<file path="src/rtl/i2c_reg_sequencer_pkg.sv">
// Shared definitions for the I2C register sequencer: master command codes,
// FSM state encoding and step-list bounds.
package i2c_reg_sequencer_pkg;

  typedef enum logic [2:0] {
    CMD_START   = 3'd0,
    CMD_RESTART = 3'd1,
    CMD_STOP    = 3'd2,
    CMD_READ    = 3'd3,
    CMD_WRITE   = 3'd4
  } cmd_t;

  typedef enum logic [2:0] {
    ST_IDLE,
    ST_ISSUE,
    ST_WAIT_BUSY,
    ST_WAIT_RDY,
    ST_WAIT_DONE,
    ST_NEXT,
    ST_RESP
  } state_t;

  // Index of the closing STOP in each step list.
  localparam logic [2:0] WR_LAST_STEP = 3'd4;
  localparam logic [2:0] RD_LAST_STEP = 3'd6;

endpackage

</file>
<file path="src/rtl/i2c_reg_sequencer_step.sv">
// Step-list decoder: maps (rw, step index, request fields) to the master
// command and byte for that step.
module i2c_reg_sequencer_step
  import i2c_reg_sequencer_pkg::*;
(
  input  logic       rw,
  input  logic [2:0] step,
  input  logic [6:0] dev,
  input  logic [7:0] reg_addr,
  input  logic [7:0] wdata,
  output logic [2:0] cmd,
  output logic [7:0] data,
  output logic       is_last,
  output logic [2:0] stop_step
);

  always_comb begin
    cmd  = CMD_STOP;
    data = 8'h00;
    if (rw) begin
      case (step)
        3'd0: cmd = CMD_START;
        3'd1: begin cmd = CMD_WRITE; data = {dev, 1'b0}; end
        3'd2: begin cmd = CMD_WRITE; data = reg_addr;    end
        3'd3: cmd = CMD_RESTART;
        3'd4: begin cmd = CMD_WRITE; data = {dev, 1'b1}; end
        // bit0 set: master NACKs the single byte it receives
        3'd5: begin cmd = CMD_READ;  data = 8'h01;       end
        default: cmd = CMD_STOP;
      endcase
    end else begin
      case (step)
        3'd0: cmd = CMD_START;
        3'd1: begin cmd = CMD_WRITE; data = {dev, 1'b0}; end
        3'd2: begin cmd = CMD_WRITE; data = reg_addr;    end
        3'd3: begin cmd = CMD_WRITE; data = wdata;       end
        default: cmd = CMD_STOP;
      endcase
    end
  end

  assign stop_step = rw ? RD_LAST_STEP : WR_LAST_STEP;
  assign is_last   = (step == stop_step);

endmodule

</file>
<file path="src/rtl/i2c_reg_sequencer.sv">
// Turns one host register request into the full START..STOP command stream
// for the byte-level I2C master and reports read data and status.
//
// state     | meaning
// IDLE      | ready for a host request
// ISSUE     | wait for master ready, then strobe the current step's command
// WAIT_BUSY | wait for master to drop ready (strobe taken)
// WAIT_RDY  | START/RESTART/STOP in progress, wait for ready
// WAIT_DONE | WRITE/READ byte in progress, wait for done_tick
// NEXT      | choose next step, jump to STOP on NACK, or finish
// RESP      | rsp_valid pulse is on the outputs
module i2c_reg_sequencer
  import i2c_reg_sequencer_pkg::*;
#(
  parameter int CLK_DIV        = 480,
  parameter int TIMEOUT_CYCLES = 65535
) (
  input  logic        clk,
  input  logic        reset_n,
  input  logic        req_valid,
  output logic        req_ready,
  input  logic        req_rw,
  input  logic [6:0]  req_dev_addr,
  input  logic [7:0]  req_reg_addr,
  input  logic [7:0]  req_wdata,
  output logic        rsp_valid,
  output logic [7:0]  rsp_rdata,
  output logic        rsp_nack,
  output logic        rsp_timeout,
  output logic        i2c_write,
  output logic [2:0]  i2c_cmd,
  output logic [7:0]  i2c_data_in,
  output logic [15:0] i2c_clock_divisor,
  input  logic        i2c_ready,
  input  logic        i2c_done_tick,
  input  logic        i2c_ack,
  input  logic [7:0]  i2c_data_out
);

  localparam logic [15:0] TIMEOUT_LIMIT = 16'(TIMEOUT_CYCLES);

  state_t      state;
  logic [2:0]  step;
  logic [15:0] timer;
  logic        rw_q;
  logic [6:0]  dev_q;
  logic [7:0]  reg_q;
  logic [7:0]  wdata_q;
  logic [7:0]  rdata_q;
  logic        nack_flag;

  logic [2:0]  step_cmd;
  logic [7:0]  step_data;
  logic        step_is_last;
  logic [2:0]  stop_step;

  i2c_reg_sequencer_step u_step (
    .rw        (rw_q),
    .step      (step),
    .dev       (dev_q),
    .reg_addr  (reg_q),
    .wdata     (wdata_q),
    .cmd       (step_cmd),
    .data      (step_data),
    .is_last   (step_is_last),
    .stop_step (stop_step)
  );

  assign req_ready         = (state == ST_IDLE);
  assign i2c_clock_divisor = 16'(CLK_DIV);

  always_ff @(posedge clk or negedge reset_n) begin
    if (!reset_n) begin
      state       <= ST_IDLE;
      step        <= 3'd0;
      timer       <= 16'd0;
      rw_q        <= 1'b0;
      dev_q       <= 7'd0;
      reg_q       <= 8'd0;
      wdata_q     <= 8'd0;
      rdata_q     <= 8'd0;
      nack_flag   <= 1'b0;
      rsp_valid   <= 1'b0;
      rsp_rdata   <= 8'd0;
      rsp_nack    <= 1'b0;
      rsp_timeout <= 1'b0;
      i2c_write   <= 1'b0;
      i2c_cmd     <= 3'd0;
      i2c_data_in <= 8'd0;
    end else begin
      i2c_write <= 1'b0;
      case (state)
        ST_IDLE: begin
          if (req_valid) begin
            rw_q        <= req_rw;
            dev_q       <= req_dev_addr;
            reg_q       <= req_reg_addr;
            wdata_q     <= req_wdata;
            rdata_q     <= 8'd0;
            nack_flag   <= 1'b0;
            rsp_rdata   <= 8'd0;
            rsp_nack    <= 1'b0;
            rsp_timeout <= 1'b0;
            step        <= 3'd0;
            timer       <= 16'd0;
            state       <= ST_ISSUE;
          end
        end

        ST_ISSUE, ST_WAIT_BUSY, ST_WAIT_RDY, ST_WAIT_DONE: begin
          if (timer == TIMEOUT_LIMIT) begin
            // Abort without STOP; the bus is left to the master's reset.
            rsp_valid   <= 1'b1;
            rsp_timeout <= 1'b1;
            rsp_nack    <= nack_flag;
            rsp_rdata   <= 8'd0;
            state       <= ST_RESP;
          end else begin
            timer <= timer + 16'd1;
            case (state)
              ST_ISSUE: begin
                if (i2c_ready) begin
                  i2c_write   <= 1'b1;
                  i2c_cmd     <= step_cmd;
                  i2c_data_in <= step_data;
                  timer       <= 16'd0;
                  state       <= ST_WAIT_BUSY;
                end
              end
              ST_WAIT_BUSY: begin
                if (!i2c_ready)
                  state <= (i2c_cmd == CMD_WRITE || i2c_cmd == CMD_READ) ?
                           ST_WAIT_DONE : ST_WAIT_RDY;
              end
              ST_WAIT_RDY: begin
                if (i2c_ready) state <= ST_NEXT;
              end
              default: begin
                if (i2c_done_tick) begin
                  if (i2c_cmd == CMD_WRITE) nack_flag <= i2c_ack;
                  if (i2c_cmd == CMD_READ)  rdata_q   <= i2c_data_out;
                  state <= ST_NEXT;
                end
              end
            endcase
          end
        end

        ST_NEXT: begin
          if (nack_flag && i2c_cmd != CMD_STOP) begin
            step  <= stop_step;
            state <= ST_ISSUE;
          end else if (step_is_last) begin
            rsp_valid <= 1'b1;
            rsp_nack  <= nack_flag;
            rsp_rdata <= nack_flag ? 8'd0 : rdata_q;
            state     <= ST_RESP;
          end else begin
            step  <= step + 3'd1;
            state <= ST_ISSUE;
          end
        end

        default: begin
          rsp_valid <= 1'b0;
          state     <= ST_IDLE;
        end
      endcase
    end
  end

endmodule

</file>
<file path="config.mk">
export PLATFORM = sky130hd
export DESIGN_NAME = i2c_reg_sequencer
export DESIGN_NICKNAME = d
export VERILOG_FILES = /design/src/rtl/i2c_reg_sequencer_pkg.sv /design/src/rtl/i2c_reg_sequencer_step.sv /design/src/rtl/i2c_reg_sequencer.sv
export SDC_FILE = /design/constraint.sdc
export NUM_CORES = 1
export LEC_CHECK = 0
export BUFFER_PORTS_ARGS = -buffer_cell sky130_fd_sc_hd__buf_4
export CAP_MARGIN = 10
export CELL_PAD_IN_SITES_DETAIL_PLACEMENT = 1
export CELL_PAD_IN_SITES_GLOBAL_PLACEMENT = 2
export CORE_AREA = 5 5 107 119
export CTS_CLUSTER_SIZE = 16
export DETAILED_ROUTE_END_ITERATION = 6
export DIE_AREA = 0 0 112 124
export GPL_TIMING_DRIVEN = 0
export PLACE_DENSITY = 0.89
export SLEW_MARGIN = 30
export SYNTH_ARGS = -nofsm -noshare
export SYNTH_HDL_FRONTEND = slang
export SYNTH_SLANG_ARGS = --single-unit
</file>
<file path="constraint.sdc">
create_clock -name clk -period 6.5 [get_ports clk]
set_input_delay 1.3 -clock clk [delete_from_list [all_inputs] [get_ports clk]]
set_output_delay 1.3 -clock clk [all_outputs]
set_load 0.01 [all_outputs]
</file>
# Word-level counts from Yosys, hierarchy flattened
# Cells that the tools add are included.
# op_classes
n_addsub,2
eq_ne,29
n_mux,57
bitwise,2
n_reduce_logical,21
# op_table
operator,n
2-to-1 mux 8 bit,10
2-to-1 mux 16 bit,4
one-hot mux 8 bit (3 select lines),2
2-to-1 mux 3 bit,13
one-hot mux 16 bit (2 select lines),1
one-hot mux 8 bit (4 select lines),1
inequality test 2 bit (second input constant),9
one-hot mux 3 bit (3 select lines),2
adder 16 x 1 -> 16 bit (second input constant),1
== test 16 bit (second input constant),1
one-hot mux 8 bit (2 select lines),1
== test 3 x 2 -> 1 bit (second input constant),5
== test 3 bit (second input constant),5
2-to-1 mux 1 bit,15
inequality test 4 bit (second input constant),3
one-hot mux 3 bit (2 select lines),2
one-hot mux 3 bit (4 select lines),1
AND reduction 6 bit,2
AND reduction 5 bit,2
AND reduction 3 bit,3
OR reduction 3 bit,3
AND reduction 4 bit,2
== test 3 x 1 -> 1 bit (second input constant),2
logical NOT 3 bit,2
other kinds (15),19
# word_totals
register_bits,78
out_inout_bits,40
elab_cells,127

# Depth between registers and ports, before layout
# depth
ltp_word,7
mapped_depth,8
ltp_nobuf,7

# By module
# From an unflattened synthesis, not the netlist that was laid out.
# hier_totals
cells_unflattened,471
area_unflattened_um2,4301.6
# by_module_without_submodules
mod,instances,cells_each,area_per_inst_um2,seq_area_each_um2
i2c_reg_sequencer,1,405,3836.2,1951.9
i2c_reg_sequencer_step,1,66,465.4,0.0

# Worst setup path after synthesis
# No wires, ideal clock.
# synth_timing
kind,input to register
from,input port i2c_ready
to,register timer[11]
arrival_time_ns,2.337
t_required_ns,6.405
setup_slack_ns,4.067
path_stages,5
n_path_buf,1
path_cell_list,nand2b_1 -> a21bo_2 -> or2_2 -> buf_4 -> o31ai_1
# synth_via
elab_chain_cells,4
# synth_rtl
item,line_no,text
start: declaration,i2c_reg_sequencer.sv:34,"input logic i2c_ready,"
2-to-1 mux 16 bit,i2c_reg_sequencer.sv:122,if (i2c_ready) begin
2-to-1 mux 16 bit,i2c_reg_sequencer.sv:120,case (state)
2-to-1 mux 16 bit,i2c_reg_sequencer.sv:111,if (timer == TIMEOUT_LIMIT) begin
one-hot mux 16 bit (2 select lines),i2c_reg_sequencer.sv:92,case (state)
end signal: assignment,i2c_reg_sequencer.sv:119,timer <= timer + 16'd1;
end: declaration,i2c_reg_sequencer.sv:44,logic [15:0] timer;
# No other way between the ends. The select of a mux whose other input is x is not followed.
# A chain may end at the register's enable or synchronous reset.

# Final worst setup path
# layout_timing
from,register state[0]
to,output port req_ready
# layout_via
elab_chain_cells,1
# layout_rtl
item,line_no,text
start: declaration,i2c_reg_sequencer.sv:42,state_t state;
start signal: assignment,i2c_reg_sequencer.sv:132,state <= (i2c_cmd == CMD_WRITE || i2c_cmd == CMD_READ) ?
logical NOT 3 bit,i2c_reg_sequencer.sv:69,assign req_ready = (state == ST_IDLE);
end: declaration,i2c_reg_sequencer.sv:21,"output logic req_ready,"
# No other way between the ends.

==> results_dict.tcl <==
set metrics [dict create \
    status "completed" \
    critPathSlowestCell "dfrtp_1" \
    wl_per_cell_um 17.3 \
    critPathKind "reg2out" \
    ys.flop_type "dfrtp_1" \
    hp-class "reg2reg" \
    drc_errors 0 \
    dr.pass1.iters 4 \
    syn_to_final_growth_pct 23.5 \
    max_slew_margin_pct 52.2 \
    place.gp.congestion 0.825 \
    setup_viol 0 \
    layout-drive-gt1-share_pct 28.1 \
    p_seq_share_pct 34.3 \
    io_buffers 61 \
    p_leak_nw 2.26 \
    grt_max_degree 79 \
    syn_avg_cell_area_um2 10.0 \
    synth_edf_count 0 \
    start_util_pct 36.9 \
    synth-seq-cells 78 \
    finalCritPeriodShare_pct 40.6 \
    cp_cell_sequence "nor3_2 > buf_4" \
    finalWirelength_um 11400 \
    power_density_nw_per_um2 415 \
    p_sw_share_pct 39.0 \
    internal_power_mw 1.31 \
    vias 3492 \
    layout_common_cells "79 x buf_4, 78 x dfrtp_1, 30 x nor2_1, 26 x a21oi_1, 25 x mux2_2" \
    clk_latency_ns 0.34 \
    grt_pass1_wl_um 18700 \
    pwr-share-comb_pct 43.4 \
    synthCells 417 \
    rsz0062_at_grt "no" \
    path_clk_slew_ns 0.06 \
    finalHoldViolCount 0 \
    tightestPinTransition_ns 0.717 \
    core-area_um2 11300 \
    fin_skew_ns 0.00840 \
    net-switching-power_mw 0.835 \
    design.portCount 78 \
    htreeDepth 3 \
    cts_max_path_buffers 2 \
    ys_warn_count 0 \
    fp-row-count 41 \
    fin_nets 547 \
    ctsHoldBuffers 0 \
    start_kind "flop" \
    timing.setup.tns_ns 0 \
    required_ns 5.20 \
    final_util_pct 45.6 \
    path_max_fanout 7 \
    fp.dieW_um 112 \
    cts.sinks 78 \
    hp-start "i2c_data_in[4]" \
    first_global_vias 3713 \
    ant_nets 0 \
    period_needed_ns 2.64 \
    antenna_found_initial 0 \
    fmax_mhz 379 \
    endpoint_kind "primary output" \
    die_h_um 124 \
    post-place-cells 642 \
    yosysUniqueCellTypes 61 \
    grt_usage_pct 16.9 \
    postCtsSetupBuffers 0 \
    cap_violations 0 \
    arrival_ns 1.34 \
    r2r-start "step[2]" \
    power.share.clock_pct 22.3 \
    post-dp-hpwl_um 8170 \
    seq_area_frac_synth_pct 46.7 \
    drt_iter0_drc 128 \
    viasPerCell 5.31 \
    cts_made_buffers 9 \
    crit_path_start "state[0]" \
    final_max_slew_viol_count 0 \
    async_flop_share_pct 100 \
    final_cells 658 \
    synth_area_um2 4180 \
    die-area_um2 13900 \
    worst_path_largest_cell_delay_ns 0.45 \
    vdd_drop_max_mv 0.200 \
    whs_ns 0.496 \
    cts-root-buf "clkbuf_16" \
    cts_tree "done" \
    grt_overflow_total 0 \
    cts_resized 0 \
    layout_commonest_cell "buf_4" \
    n_antenna_cell 0 \
]
[state kept, by name, indices dropped and copies added, names as in the netlist]
signal       count
rsp_valid        1
dev_q            7
i2c_cmd          3
rdata_q          8
state            3
reg_q            8
i2c_data_in      8
timer           16
i2c_write        1
step             3
rsp_rdata        8
rsp_timeout      1
rw_q             1
wdata_q          8
rsp_nack         1
nack_flag        1
[critical path: cells and delay by family, from the launching register on]
family / cells / cell delay (ns)
and+or+nand+nor: 1 / 0.35
DFF: 1 / 0.45
buffers and inverters: 1 / 0.19
[layer usage]
layer	track usage, %	wire length (um)
met1	21.2	4980
met2	28.2	5620
met3	3.94	537
met4	7.06	217
met5	0	0
[power groups by stage]
stage | sequential (mW) | combinational [mW] | clock (mW)
after CTS | 0.736 | 0.937 | 0.488
after detailed placement | 0.741 | 0.928 | 0
after global placement | 0.734 | 0.900 | 0
final | 0.735 | 0.931 | 0.477
after floorplan | 0.727 | 0.637 | 0
after global routing | 0.756 | 1.03 | 0.507
[area by class of cell]
type / count / area [um2]
Tap cell: 150 / 188
Timing Repair Buffer: 61 / 462
Inverter: 17 / 63.8
Multi-Input combinational cell: 293 / 1960
Clock inverter: 5 / 33.8
Sequential cell: 78 / 1950
Clock buffer: 11 / 243
Buffer: 43 / 263
Fill cell: 1298 / 6170
[synth_stat cells (all sizes together) (4+ instances only)]
master	n	area share [%]
a211oi	4	0.96
nor3	4	0.60
nand4	5	0.90
a22o	9	1.9
ha	6	1.8
clkbuf	15	1.3
a31oi	5	0.75
nand2b	5	0.75
o31ai	11	2.0
o221ai	7	1.5
inv	17	1.5
and3	6	0.90
nand2	22	2.0
and2	5	0.75
buf	28	4.9
nor2	31	2.8
a22oi	8	1.4
o21a	7	1.3
mux2i	8	1.9
dfrtp	78	47
nand3	15	1.8
o21ai	24	3.0
a21oi	27	3.5
mux2	26	7.0
[worst paths after layout]
path	to	slack, ns	cells after the start
hold / removal	i2c_data_in[4]	0.50	1
min in group asynchronous	timer[6]	0.97	1
max in group asynchronous	rsp_valid	5.03	1
hold reg to reg	i2c_data_in[4]	0.50	1
setup / recovery	req_ready	3.86	2
setup reg to reg	i2c_data_in[4]	3.87	7
[metrics by stage]
stage	power (mW)	setup WS, ns	cell area (um2)
floorplan	1.36	4.07	4230
global placement	1.63	3.74	4880
detailed placement	1.67	3.73	4880
CTS	2.16	3.82	5160
global route	2.29	3.66	5160
finish	2.14	3.86	5160
[kinds of logic after synthesis]
| kind of cell | after synthesis | synth area share (%) |
|---|---|---|
| AO/OA/AOI/OAI | 121 | 19.9 |
| XOR/XNOR | 1 | 0.209 |
| adder cells (fa/ha/maj) | 6 | 1.80 |
| flip-flops | 78 | 46.7 |
| other | 2 | 0.180 |
| AND/OR/NAND/NOR | 115 | 14.5 |
| multiplexers | 34 | 8.92 |
| buffers and inverters | 60 | 7.81 |
Note: power is estimated with default switching activity, not from simulation.
